[src/rtl/draw_letters_if.sv]
`default_nettype none
// ============================================================================
// Module   : vga_if
// Brief    : VGA timing/pixel bundle carried between draw stages.
// Revision : 1.0
// ============================================================================
interface vga_if;
  logic [10:0] hcount;
  logic [10:0] vcount;
  logic        hsync;
  logic        hblnk;
  logic        vsync;
  logic        vblnk;
  logic [11:0] rgb;

  modport in (
    input hcount, vcount, hsync, hblnk, vsync, vblnk, rgb
  );

  modport out (
    output hcount, vcount, hsync, hblnk, vsync, vblnk, rgb
  );
endinterface
`default_nettype wire

[src/rtl/draw_letters.sv]
`default_nettype none
// ============================================================================
// Module   : draw_letters
// Brief    : Realigns the VGA stream to font-ROM latency and paints text
//            foreground pixels. Define DRAW_LETTERS_BG_EN for a solid box.
// Revision : 1.0
// ============================================================================
module draw_letters #(
  parameter int          X_START     = 280,
  parameter int          Y_START     = 104,
  parameter int          TEXT_COLS   = 16,
  parameter int          TEXT_ROWS   = 1,
  parameter int          ROM_LATENCY = 2,
  parameter logic [11:0] FG_COLOR    = 12'hFFF,
  parameter logic [11:0] BG_COLOR    = 12'h000
) (
  input  logic       clk,
  input  logic       rst,
  input  logic [7:0] char_pixels,
  vga_if.in          vga_in,
  vga_if.out         vga_out
);

  localparam int          c_w    = 38;
  localparam logic [10:0] c_x_lo = 11'(X_START);
  localparam logic [10:0] c_x_hi = 11'(X_START + 8 * TEXT_COLS);
  localparam logic [10:0] c_y_lo = 11'(Y_START);
  localparam logic [10:0] c_y_hi = 11'(Y_START + 16 * TEXT_ROWS);

  generate
    if (ROM_LATENCY < 1 || ROM_LATENCY > 4) begin : g_bad_latency
      $error("draw_letters: ROM_LATENCY must be in 1..4");
    end
    if (X_START + 8 * TEXT_COLS > 2047) begin : g_bad_xwin
      $error("draw_letters: horizontal window exceeds 11-bit hcount");
    end
    if (Y_START + 16 * TEXT_ROWS > 2047) begin : g_bad_ywin
      $error("draw_letters: vertical window exceeds 11-bit vcount");
    end
  endgenerate

  // Packed field order: hcount, vcount, hsync, hblnk, vsync, vblnk, rgb.
  logic [c_w-1:0] w_in;
  logic [c_w-1:0] r_pipe [ROM_LATENCY];
  logic [c_w-1:0] r_out;
  logic [c_w-1:0] w_d;

  logic [10:0] w_d_hcount;
  logic [10:0] w_d_vcount;
  logic        w_d_hblnk;
  logic        w_d_vblnk;
  logic [11:0] w_d_rgb;
  logic [2:0]  w_col;
  logic        w_bit;
  logic        w_in_win;
  logic [11:0] w_rgb;

  assign w_in = {vga_in.hcount, vga_in.vcount, vga_in.hsync, vga_in.hblnk,
                 vga_in.vsync, vga_in.vblnk, vga_in.rgb};

  always_ff @(posedge clk) begin
    if (rst) begin
      for (int i = 0; i < ROM_LATENCY; i++) begin
        r_pipe[i] <= '0;
      end
    end else begin
      r_pipe[0] <= w_in;
      for (int i = 1; i < ROM_LATENCY; i++) begin
        r_pipe[i] <= r_pipe[i-1];
      end
    end
  end

  assign w_d        = r_pipe[ROM_LATENCY-1];
  assign w_d_hcount = w_d[37:27];
  assign w_d_vcount = w_d[26:16];
  assign w_d_hblnk  = w_d[14];
  assign w_d_vblnk  = w_d[12];
  assign w_d_rgb    = w_d[11:0];

  assign w_in_win = (w_d_hcount >= c_x_lo) && (w_d_hcount < c_x_hi) &&
                    (w_d_vcount >= c_y_lo) && (w_d_vcount < c_y_hi) &&
                    !w_d_hblnk && !w_d_vblnk;

  // Only the low three bits of (hcount - X_START) matter for the glyph column.
  assign w_col = w_d_hcount[2:0] - c_x_lo[2:0];
  assign w_bit = char_pixels[3'd7 - w_col];

`ifdef DRAW_LETTERS_BG_EN
  always_comb begin
    w_rgb = w_d_rgb;
    if (w_in_win) begin
      w_rgb = w_bit ? FG_COLOR : BG_COLOR;
    end
  end
`else
  logic w_unused_bg;
  assign w_unused_bg = ^BG_COLOR;

  always_comb begin
    w_rgb = w_d_rgb;
    if (w_in_win && w_bit) begin
      w_rgb = FG_COLOR;
    end
  end
`endif

  always_ff @(posedge clk) begin
    if (rst) begin
      r_out <= '0;
    end else begin
      r_out <= {w_d[37:12], w_rgb};
    end
  end

  assign vga_out.hcount = r_out[37:27];
  assign vga_out.vcount = r_out[26:16];
  assign vga_out.hsync  = r_out[15];
  assign vga_out.hblnk  = r_out[14];
  assign vga_out.vsync  = r_out[13];
  assign vga_out.vblnk  = r_out[12];
  assign vga_out.rgb    = r_out[11:0];

endmodule
`default_nettype wire
[src/flat_wrapper.sv]
// flat-port wrapper written by rule: the top's interface ports become plain ports
module draw_letters_flat 
#(
  parameter int          X_START     = 280,
  parameter int          Y_START     = 104,
  parameter int          TEXT_COLS   = 16,
  parameter int          TEXT_ROWS   = 1,
  parameter int          ROM_LATENCY = 2,
  parameter logic [11:0] FG_COLOR    = 12'hFFF,
  parameter logic [11:0] BG_COLOR    = 12'h000
)
  (clk, rst, char_pixels, vga_in_hcount, vga_in_vcount, vga_in_hsync, vga_in_hblnk, vga_in_vsync, vga_in_vblnk, vga_in_rgb, vga_out_hcount, vga_out_vcount, vga_out_hsync, vga_out_hblnk, vga_out_vsync, vga_out_vblnk, vga_out_rgb);
  vga_if vga_in_i ();
  vga_if vga_out_i ();
  input  logic clk;
  input  logic rst;
  input  logic [7:0] char_pixels;
  input wire logic [$bits(vga_in_i.hcount)-1:0] vga_in_hcount;
  input wire logic [$bits(vga_in_i.vcount)-1:0] vga_in_vcount;
  input wire logic [$bits(vga_in_i.hsync)-1:0] vga_in_hsync;
  input wire logic [$bits(vga_in_i.hblnk)-1:0] vga_in_hblnk;
  input wire logic [$bits(vga_in_i.vsync)-1:0] vga_in_vsync;
  input wire logic [$bits(vga_in_i.vblnk)-1:0] vga_in_vblnk;
  input wire logic [$bits(vga_in_i.rgb)-1:0] vga_in_rgb;
  output wire logic [$bits(vga_out_i.hcount)-1:0] vga_out_hcount;
  output wire logic [$bits(vga_out_i.vcount)-1:0] vga_out_vcount;
  output wire logic [$bits(vga_out_i.hsync)-1:0] vga_out_hsync;
  output wire logic [$bits(vga_out_i.hblnk)-1:0] vga_out_hblnk;
  output wire logic [$bits(vga_out_i.vsync)-1:0] vga_out_vsync;
  output wire logic [$bits(vga_out_i.vblnk)-1:0] vga_out_vblnk;
  output wire logic [$bits(vga_out_i.rgb)-1:0] vga_out_rgb;
  assign vga_in_i.hcount = vga_in_hcount;
  assign vga_in_i.vcount = vga_in_vcount;
  assign vga_in_i.hsync = vga_in_hsync;
  assign vga_in_i.hblnk = vga_in_hblnk;
  assign vga_in_i.vsync = vga_in_vsync;
  assign vga_in_i.vblnk = vga_in_vblnk;
  assign vga_in_i.rgb = vga_in_rgb;
  assign vga_out_hcount = vga_out_i.hcount;
  assign vga_out_vcount = vga_out_i.vcount;
  assign vga_out_hsync = vga_out_i.hsync;
  assign vga_out_hblnk = vga_out_i.hblnk;
  assign vga_out_vsync = vga_out_i.vsync;
  assign vga_out_vblnk = vga_out_i.vblnk;
  assign vga_out_rgb = vga_out_i.rgb;
  draw_letters #(.X_START(X_START), .Y_START(Y_START), .TEXT_COLS(TEXT_COLS), .TEXT_ROWS(TEXT_ROWS), .ROM_LATENCY(ROM_LATENCY), .FG_COLOR(FG_COLOR), .BG_COLOR(BG_COLOR)) u_core (.clk(clk), .rst(rst), .char_pixels(char_pixels), .vga_in(vga_in_i), .vga_out(vga_out_i));
endmodule
[config.mk]
export PLATFORM = sky130hd
export DESIGN_NAME = draw_letters_flat
export DESIGN_NICKNAME = d
export VERILOG_FILES = /design/src/rtl/draw_letters_if.sv /design/src/rtl/draw_letters.sv /design/src/flat_wrapper.sv
export SDC_FILE = /design/constraint.sdc
export NUM_CORES = 1
export LEC_CHECK = 0
export BUFFER_PORTS_ARGS = -buffer_cell sky130_fd_sc_hd__buf_2
export CORE_MARGIN = 10
export CORE_UTILIZATION = 50
export CTS_CLUSTER_DIAMETER = 200
export CTS_CLUSTER_SIZE = 16
export DETAILED_ROUTE_END_ITERATION = 10
export GPL_TIMING_DRIVEN = 0
export PLACE_DENSITY = 0.84
export SLEW_MARGIN = 20
export SYNTH_ARGS = -nofsm -noshare
export SYNTH_HDL_FRONTEND = slang
export SYNTH_SLANG_ARGS = --single-unit
[constraint.sdc]
create_clock -name clk -period 2.4 [get_ports clk]
set_clock_uncertainty 0.2 [all_clocks]
set_input_delay 0.12 -clock clk [delete_from_list [all_inputs] [get_ports clk]]
set_output_delay 0.12 -clock clk [all_outputs]
set_load 0.01 [all_outputs]
## Word-level counts from Yosys, hierarchy flattened

Memories as Yosys holds them, arrays and structs flattened.
Cells that the tools add are included.

- Add/subtract/negate cells: 1
- Magnitude comparators: 5
- Mux-type cells: 8
- Bitwise operators: 2
- Reductions and logical operators: 8

Operators with widths:

| kind | count |
|---|---|
| 38-bit 2-to-1 mux | 2 |
| 12-bit 2-to-1 mux | 1 |
| 11-bit by 7-bit greater-or-equal comparator with 1-bit output (second input constant) | 1 |
| 11-bit by 9-bit greater-or-equal comparator with 1-bit output (second input constant) | 1 |
| 11-bit by 7-bit < comparator with 1-bit output (second input constant) | 1 |
| 11-bit by 9-bit < comparator with 1-bit output (second input constant) | 1 |
| 1-bit logical AND | 6 |
| 3-bit by 4-bit < comparator with 1-bit output (second input constant) | 1 |
| 1-bit 2-to-1 mux | 4 |
| 1-bit binary-select mux with 3-bit select | 1 |
| 3-bit subtractor (first input constant) | 1 |
| 1-bit logical NOT | 2 |
| 1-bit OR | 2 |

- Bits in registers: 38
- RAM bits: 76
- Input port bits: 48
- Output and inout bits: 38
- Word-level logic and storage cells: 26
- Memories: 1

Memories:

| name | words | bits a word | read ports | clocked after Yosys merged registers in | wr ports | line | text |
|---|---|---|---|---|---|---|---|
| u_core.r_pipe | 2 | 38 | 2 | 0 | 2 | draw_letters.sv:44 | `logic [c_w-1:0] r_pipe [ROM_LATENCY];` |

## Logic depth before layout (Yosys ltp)

Gate-level depths: netlist (run 1).
An unclocked memory read counts as a cell.

- Depth after elaboration: 9
- Gate-level depth with buffers: 5
- Gate-level depth less buffers: 4

## Worst setup path before layout (run 1)

OpenSTA, ideal clock, no wires.

- Path type: flip-flop to flip-flop
- Start point: mem u_core.r_pipe[1][28], in the netlist u_core.r_pipe[0][66]
- End point: reg u_core.r_out[10]
- Setup time: 0.071 ns
- Data arrival time: 1.502 ns
- Required time: 2.129 ns
- Setup slack: 0.627 ns
- Stages on the path, launching flop included: 6
- Path buffers: 1
- Clock period less this slack: 1.773 ns
- Path through: dfxtp_1 mux4_1 mux2i_1 or4_4 buf_6 a21oi_2

RTL lines:

| what | line | text |
|---|---|---|
| from (decl) | draw_letters.sv:44 |  |
| to (signal assigned) | draw_letters.sv:112 | `r_out <= {w_d[37:12], w_rgb};` |
| to (decl) | draw_letters.sv:45 | `logic [c_w-1:0] r_out;` |

==> results of run 1 <==
-- stage by stage --
| step | cell area, sq um | cells | util | worst slack, ps | total power, W |
|---|---|---|---|---|---|
| 2_1_floorplan | 3250 | 265 | - | 627 | 0.00212 |
| 3_3_place_gp | 3760 | 426 | 0.596 | 536 | 0.00219 |
| 3_5_place_dp | 3760 | 426 | 0.596 | 479 | 0.00220 |
| 4_1_cts | 4990 | 519 | 0.791 | 416 | 0.00483 |
| 5_1_grt | 4990 | 519 | 0.791 | 346 | 0.00498 |
| 6_report | 4990 | 519 | 0.791 | 444 | 0.00483 |
-- layout make-up --
type	instances	area, sq um
sequential	114	2280
fill	361	1320
multi-input combinational	126	863
timing repair buffer	145	1030
inverter	12	45.0
buffer	13	56.3
clock buffer	22	463
clock inverter	10	155
tap	77	96.3
-- cell usage after synthesis (all sizes together) --
| library cell | number | area, sq um |
|---|---|---|
| nor2b | 102 | 638 |
| nor4 | 1 | 6.26 |
| mux2i | 1 | 10.0 |
| buf | 1 | 11.3 |
| nand3 | 1 | 5.00 |
| xor2 | 2 | 17.5 |
| a21oi | 12 | 97.6 |
| nand2 | 1 | 3.75 |
| inv | 12 | 45.0 |
| a211oi | 1 | 7.51 |
| nor2 | 1 | 3.75 |
| or4 | 1 | 11.3 |
| nor4bb | 1 | 10.0 |
| mux4 | 2 | 52.6 |
| clkbuf | 12 | 45.0 |
| dfxtp | 114 | 2280 |
-- logic make-up after synthesis --
kind of cell / share of synthesized area
mux: 0.0193
flops: 0.703
simple gates: 0.209
buf+inv: 0.0312
compound gates: 0.0324
xor+xnor: 0.00540
-- critical path, cell delays in order (launching register included) --
cell and delay, ps:
dfxtp_1 350, mux4_1 360, mux2i_1 90, or4_4 570, buf_6 180, a21oi_2 140
-- flip-flops by register name, summed over array words and instances (netlist names) --
name and flops:
u_core.r_out 38, u_core.r_pipe 76
-- report_power, final --
group / leakage (nW) / switching (W) / internal (W)
Clock: 0.301 / 0.000822 / 0.00176
Sequential: 0.938 / 0.0000236 / 0.00197
Combinational: 0.994 / 0.000102 / 0.000154
Total: 2.23 / 0.000948 / 0.00388
-- layer usage --
metal	up-vias	track usage	wire length (um)
met5	-	0	0
met4	0	0.113	251
met3	22	0.0514	393
met2	56	0.306	4510
met1	1107	0.150	2900
li1	1144	-	-
-- final timing paths --
path,start,endpoint,cells after the start
setup / recovery,u_core.r_pipe[0][66]$_SDFF_PP0_,u_core.r_out[5]$_SDFF_PP0_,5
hold / removal,vga_in_vcount[8],u_core.r_pipe[0][24]$_SDFF_PP0_,3
setup reg to reg,u_core.r_pipe[0][66]$_SDFF_PP0_,u_core.r_out[5]$_SDFF_PP0_,5
hold reg to reg,u_core.r_pipe[0][26]$_SDFF_PP0_,u_core.r_pipe[0][64]$_SDFF_PP0_,1
==> results.yml, run 1 <==
job:
  cap_violations: 0
clock_network:
  cts-root-buf: "clkbuf_8"
  clkTransAtPathRegs_ps: 60
  cts_resized: 0
  numClockSinks: 114
  postCtsSetupBuffers: 0
  cts_hold_buf: 61
  insertion_delay_ps: 500
  clockBufferDepth: 2
  numCtsBuffers: 17
  cts_tree: "built"
  h-tree-depth: 4
route:
  vias: 2329
  route.detailed.drc: 0
  routed_wl_mm: 8.05
  vias_per_cell: 4.49
  drtIter0Drc: 110
  drt_pre_antenna_iters: 4
  postRouteAntennaNets: 0
  wl_per_cell_um: 15.5
timing:
  period_share: 0.815
  rsz0062_at_grt: "no"
  finalCriticalPeriod_ps: 1960
  hold_ws_ps: 156
  tns_ps: 0
  setup_viol: 0
  max_freq_mhz: 511
  final_hold_viol_count: 0
  worstMarginPinSlew_ps: 650
  finalMaxSlewViolations: 0
  slew_headroom: 0.567
final_layout:
  final_common_cell: "dfxtp_1"
  final_cell_mix: "dfxtp_1 (114), nor2b_1 (102), buf_2 (84)"
  fin_nets: 477
  layout-drive-gt1-share: 0.285
  diodes: 0
  area_growth_pct: 53.8
grt:
  grt_pass1_vias: 2577
  grt_remaining_overflow: 0
  grt_pass1_wl_mm: 12.6
  grt_usage: 0.166
  grt_max_degree: 17
  antenna_found_initial: 0
pwr:
  max-vdd-ir-drop_uv: 826
  leakage_nw: 2.23
  power_density_nw_per_um2: 968
placed_design:
  dp_hpwl_mm: 4.30
  port_buffers: 84
  place.gp.congestion: 0.821
hold_path:
  hold_class: "in2reg"
worst_setup_path:
  worst_ep_arrival_time_ps: 2190
  criticalPathCategory: "reg2reg"
  start_kind: "register"
  r2r_setup_slack_ps: 440
  worstPathRequired_ps: 2630
  end_kind: "register"
  crit_fanout: 10
die:
  pin_count: 86
  coreArea_sq_um: 6310
  initial_core_util: 0.514
  die-area_sq_um: 10100
  dieWidth_um: 101
  die_h_um: 101
  rows: 29
synthesis:
  avgSynthCellArea_sq_um: 12.3
  synth-seq-cells: 114
  synth_area_sq_um: 3250
  syn-num-nets: 313
  ys_types: 17
  syn_inst: 265
  yosysWarningCount: 0
  synth.yosys.seq_area_share: 0.703
run_status:
  outcome: "finished, final reports clean"
(Power assumes the default switching activity.)
==> run 2: changes to the inputs <==
CORE_UTILIZATION = 46   (was 50)
PLACE_DENSITY = 0.82   (was 0.84)
clock period = 1.7 ns   (was 2.4 ns; I/O delays follow)
==> run 2 against run 1 <==
Compared with the run above:
- the run now ends with negative setup slack left
- clock-buffer cell count shrank 3
- sequential power is 41% higher
- via count fell by 0.90%
- core utilization decreased by 4.4 points
- combinational power up 42%
- final area increased by 2.2%
- worst setup slack got worse by 580 ps
- die area is 6.9% higher
- routed wire length is 12% lower
- global-route usage shrank 2.8 points
- power rose by 47%
- final cell count is 4.0% higher
==> results.yml, run 2 (synthesized netlist as in run 1, its figures left out) <==
run_status:
  outcome: "complete, but fails checks"
  violations: "negative setup slack"
final_layout:
  fin_nets: 478
  final_common_cell: "dfxtp_1"
  final_cell_mix: "dfxtp_1 (113), nor2b_1 (102), buf_2 (84)"
  design_area_sq_um: 5100
  layout-drive-gt1-share: 0.309
  reg_top3: "u_core.r_pipe (76), u_core.r_out (38)"
  largest_reg_flops: 76
  finalNonFillerCells: 540
  area_growth_pct: 57.2
  top_register: "u_core.r_pipe"
timing:
  tns_ps: -1470
  max_freq_mhz: 544
  hold_ws_ps: 115
  slew_headroom: 0.568
  final_hold_viol_count: 0
  setup_viol: 12
  finalMaxSlewViolations: 0
  finalCriticalPeriod_ps: 1840
  fin_ws_ps: -138
  period_share: 1.08
  worstMarginPinSlew_ps: 647
  rsz0062_at_grt: "yes"
hold_path:
  hold_class: "in2reg"
route:
  wl_per_cell_um: 13.2
  vias_per_cell: 4.27
  route.detailed.drc: 0
  postRouteAntennaNets: 0
  routed_wl_mm: 7.10
  drt_pre_antenna_iters: 4
  drtIter0Drc: 68
  vias: 2308
job:
  cap_violations: 0
die:
  coreArea_sq_um: 6830
  die_h_um: 104
  pin_count: 86
  die-area_sq_um: 10800
  initial_core_util: 0.475
  rows: 30
  dieWidth_um: 104
pwr:
  max-vdd-ir-drop_uv: 1140
  leakage_nw: 2.25
  power_density_nw_per_um2: 1390
worst_setup_path:
  crit_chain: "mux4_2 > mux2i_2 > or4_4 > buf_4 > a21oi_1"
  max_stage_delay_ps: 510
  worstPathRequired_ps: 1930
  criticalPathCategory: "reg2reg"
  critPathBufInv: 1
  crit_path_top_delay_cell: "or4_4"
  worst_ep_arrival_time_ps: 2070
  end_kind: "register"
  start_kind: "register"
  crit_family: "simple AND/OR/NAND/NOR gates"
  crit_fanout: 3
placed_design:
  dpl.cell_count: 445
  placed_area_sq_um: 3790
  port_buffers: 84
  dp_hpwl_mm: 4.33
  place.gp.congestion: 0.717
clock_network:
  numClockSinks: 114
  insertion_delay_ps: 510
  cts_tree: "built"
  numCtsBuffers: 17
  cts-root-buf: "clkbuf_8"
  clockBufferDepth: 2
  clkTransAtPathRegs_ps: 50
  h-tree-depth: 4
grt:
  grt_pass1_wl_mm: 11.5
  grt_pass1_vias: 2424
  antenna_found_initial: 1
  grt_remaining_overflow: 0
  grt_usage: 0.137
  grt_max_degree: 17
[run 2: layer usage]
layer / vias up / track usage / share of wire
met5: - / 0 / 0
met4: 0 / 0.0944 / 0.052
met3: 24 / 0.0570 / 0.047
met2: 69 / 0.255 / 0.57
met1: 1068 / 0.116 / 0.34
li1: 1147 / - / -
[run 2: power by group]
part	internal [W]	leakage [nW]	total, W	switching (W)
clock network	0.00275	0.320	0.00393	0.00118
logic	0.000221	0.995	0.000363	0.000142
registers	0.00278	0.939	0.00281	0.0000296
[run 2: final timing paths]
path                                                      start                               to  slack [ps]  cells past startpoint
worst max register to register  u_core.r_pipe[0][66]$_SDFF_PP0_       u_core.r_out[1]$_SDFF_PP0_        -140                      5
worst max-delay path            u_core.r_pipe[0][66]$_SDFF_PP0_       u_core.r_out[1]$_SDFF_PP0_        -140                      5
worst min register to register  u_core.r_pipe[0][39]$_SDFF_PP0_       u_core.r_out[1]$_SDFF_PP0_         230                      2
worst min-delay path                           vga_in_vcount[6]  u_core.r_pipe[0][22]$_SDFF_PP0_         110                      3
[run 2: stage by stage]
stage               power (W)  utilization  setup slack [ps]
global route          0.00732        0.747              -171
finish                0.00710        0.747              -138
floorplan             0.00300            -             -4.44
global placement      0.00310        0.555              -161
detailed placement    0.00311        0.555              -230
CTS                   0.00712        0.744              -142
[run 2: layout make-up]
class / count / area (sq um)
Antenna cell: 1 / 2.50
Multi-Input combinational cell: 126 / 882
Clock buffer: 19 / 442
Tap cell: 96 / 120
Timing Repair Buffer: 146 / 1040
Buffer: 13 / 60.1
Inverter: 12 / 45.0
Fill cell: 462 / 1730
Clock inverter: 13 / 230
Sequential cell: 114 / 2280
[run 2: worst register-to-register path, cell delays in order (launching register included)]
cell     delay (ps)
dfxtp_2         340
mux4_2          360
mux2i_2          80
or4_4           510
buf_4           160
a21oi_1         120
[run 2: what timing repair did]
action | in CTS | in global routing
hold buffers | 61 | 0
endpoints found under the setup margin | 12 | 12
resized for setup | 3 | 3
pin swaps | 3 | 0
setup buffers | 1 | 0
endpoints found under the hold margin | 70 | 0
==> run 3: changes to the inputs <==
CORE_UTILIZATION = 50   (was 46)
PLACE_DENSITY = 0.84   (was 0.82)
clock period = 1.8 ns   (was 1.7 ns; I/O delays follow)
==> run 3 against run 2 <==
Compared with the run above:
- the flow still finishes with violations (negative setup slack)
- maximum frequency is 0.49% higher
- sequential share of layout area is 0.68 points higher
- final area decreased by 1.2%
- critical endpoint is now u_core.r_out[5]$_SDFF_PP0_
- highest routed layer unchanged
==> results.yml, run 3 (synthesized netlist as in run 1, its figures left out) <==
die:
  rows: 29
  coreArea_sq_um: 6310
  initial_core_util: 0.514
  die-area_sq_um: 10100
  die_h_um: 101
  dieWidth_um: 101
  pin_count: 86
clock_network:
  clkTransAtPathRegs_ps: 50
  insertion_delay_ps: 500
  cts_tree: "built"
  cts-root-buf: "clkbuf_8"
  numCtsBuffers: 17
  clockBufferDepth: 2
  numClockSinks: 114
  h-tree-depth: 4
worst_setup_path:
  start_kind: "register"
  crit_path_top_delay_cell: "or4_4"
  worst_ep_arrival_time_ps: 2060
  crit_fanout: 10
  worstPathRequired_ps: 2030
  end_kind: "register"
  criticalPathCategory: "reg2reg"
  crit_chain: "nor4bb_4 > nand2_1 > or4_4 > buf_12 > a21oi_2"
  max_stage_delay_ps: 530
timing:
  fin_ws_ps: -28.7
  period_share: 1.02
  tns_ps: -135
  rsz0062_at_grt: "yes"
  slew_headroom: 0.564
  final_hold_viol_count: 0
  finalMaxSlewViolations: 0
  finalCriticalPeriod_ps: 1830
  max_freq_mhz: 547
  setup_viol: 11
  worstMarginPinSlew_ps: 654
final_layout:
  design_area_sq_um: 5040
  final_cell_mix: "dfxtp_1 (110), nor2b_1 (102), buf_2 (84)"
  final_common_cell: "dfxtp_1"
  largest_reg_flops: 76
  diodes: 0
  final.fill_count: 361
  area_growth_pct: 55.3
  layout-drive-gt1-share: 0.309
  reg_top3: "u_core.r_pipe (76), u_core.r_out (38)"
  top_register: "u_core.r_pipe"
  fin_nets: 478
  final_util: 0.798
grt:
  grt_max_degree: 17
  grt_pass1_wl_mm: 12.4
  grt_pass1_vias: 2589
  grt_usage: 0.160
  antenna_found_initial: 0
  grt_remaining_overflow: 0
placed_design:
  place.gp.congestion: 0.821
  port_buffers: 84
  dp_hpwl_mm: 4.30
  placed_area_sq_um: 3760
  dp_slack_ps: -121
route:
  vias: 2324
  routed_wl_mm: 7.92
  drt_pre_antenna_iters: 4
  wl_per_cell_um: 15.2
  vias_per_cell: 4.47
  route.detailed.drc: 0
  drtIter0Drc: 64
  postRouteAntennaNets: 0
pwr:
  max-vdd-ir-drop_uv: 1090
  power_w: 0.00645
  leakage_nw: 2.24
  power_density_nw_per_um2: 1280
run_status:
  violations: "negative setup slack"
  outcome: "complete, but fails checks"
hold_path:
  hold_class: "in2reg"
job:
  cap_violations: 0
## run 3: cell count changes in the layout (fill, tap and decap cells not counted), moves of 2 or more
| cell | before | now |
|---|---|---|
| clkinv_2 | 2 | 4 |
| dfxtp_2 | 1 | 3 |
| dfxtp_1 | 113 | 110 |
| clkbuf_1 | 12 | 14 |
| bufinv_16 | 6 | 4 |
## run 3: timing repair
action	CTS	global route
pin swaps	1	0
resized for setup	10	4
setup buffers	1	0
hold buffers	61	0
setup endpoints to repair	12	12
endpoints found under the hold margin	70	0
## run 3: power breakdown
part | switching [W] | internal [W]
Combinational | 0.000136 | 0.000208
Clock | 0.00109 | 0.00235
Sequential | 0.0000341 | 0.00263
## run 3: final timing paths
path	from	to	slack (ps)	depth (start not counted)
max	u_core.r_pipe[0][61]$_SDFF_PP0_	u_core.r_out[5]$_SDFF_PP0_	-30	5
min	vga_in_vcount[8]	u_core.r_pipe[0][24]$_SDFF_PP0_	130	3
max reg2reg	u_core.r_pipe[0][61]$_SDFF_PP0_	u_core.r_out[5]$_SDFF_PP0_	-30	5
min reg2reg	u_core.r_pipe[0][26]$_SDFF_PP0_	u_core.r_pipe[0][64]$_SDFF_PP0_	230	1
## run 3: cell type report
| cell class | instances | area, sq um | area share |
|---|---|---|---|
| timing repair buffer | 146 | 1040 | 0.206 |
| clock inverter | 10 | 155 | 0.0308 |
| buffer | 13 | 65.1 | 0.0129 |
| multi-input combinational | 126 | 888 | 0.176 |
| tap | 77 | 96.3 | 0.0191 |
| inverter | 12 | 45.0 | 0.00894 |
| sequential | 114 | 2290 | 0.454 |
| clock buffer | 22 | 463 | 0.0918 |
## run 3: per-layer routing
layer	vias to the layer above	wire (um)	track usage
met5	-	0	0
met2	54	4460	0.297
met3	11	377	0.0624
met4	0	106	0.0674
li1	1145	-	-
met1	1114	2970	0.151
## run 3: stage by stage
stage	instances	hold slack, ps
5_1_grt	520	144
4_1_cts	520	108
3_5_place_dp	426	103
2_1_floorplan	265	18.2
3_3_place_gp	426	97.2
6_report	520	129
## run 3: worst max-delay path, delay by kind of cell, from the launching register on
kind            cells  cell delay [ps]
buf+inv             1              170
simple gates        3              920
compound gates      1              130
flops               1              330
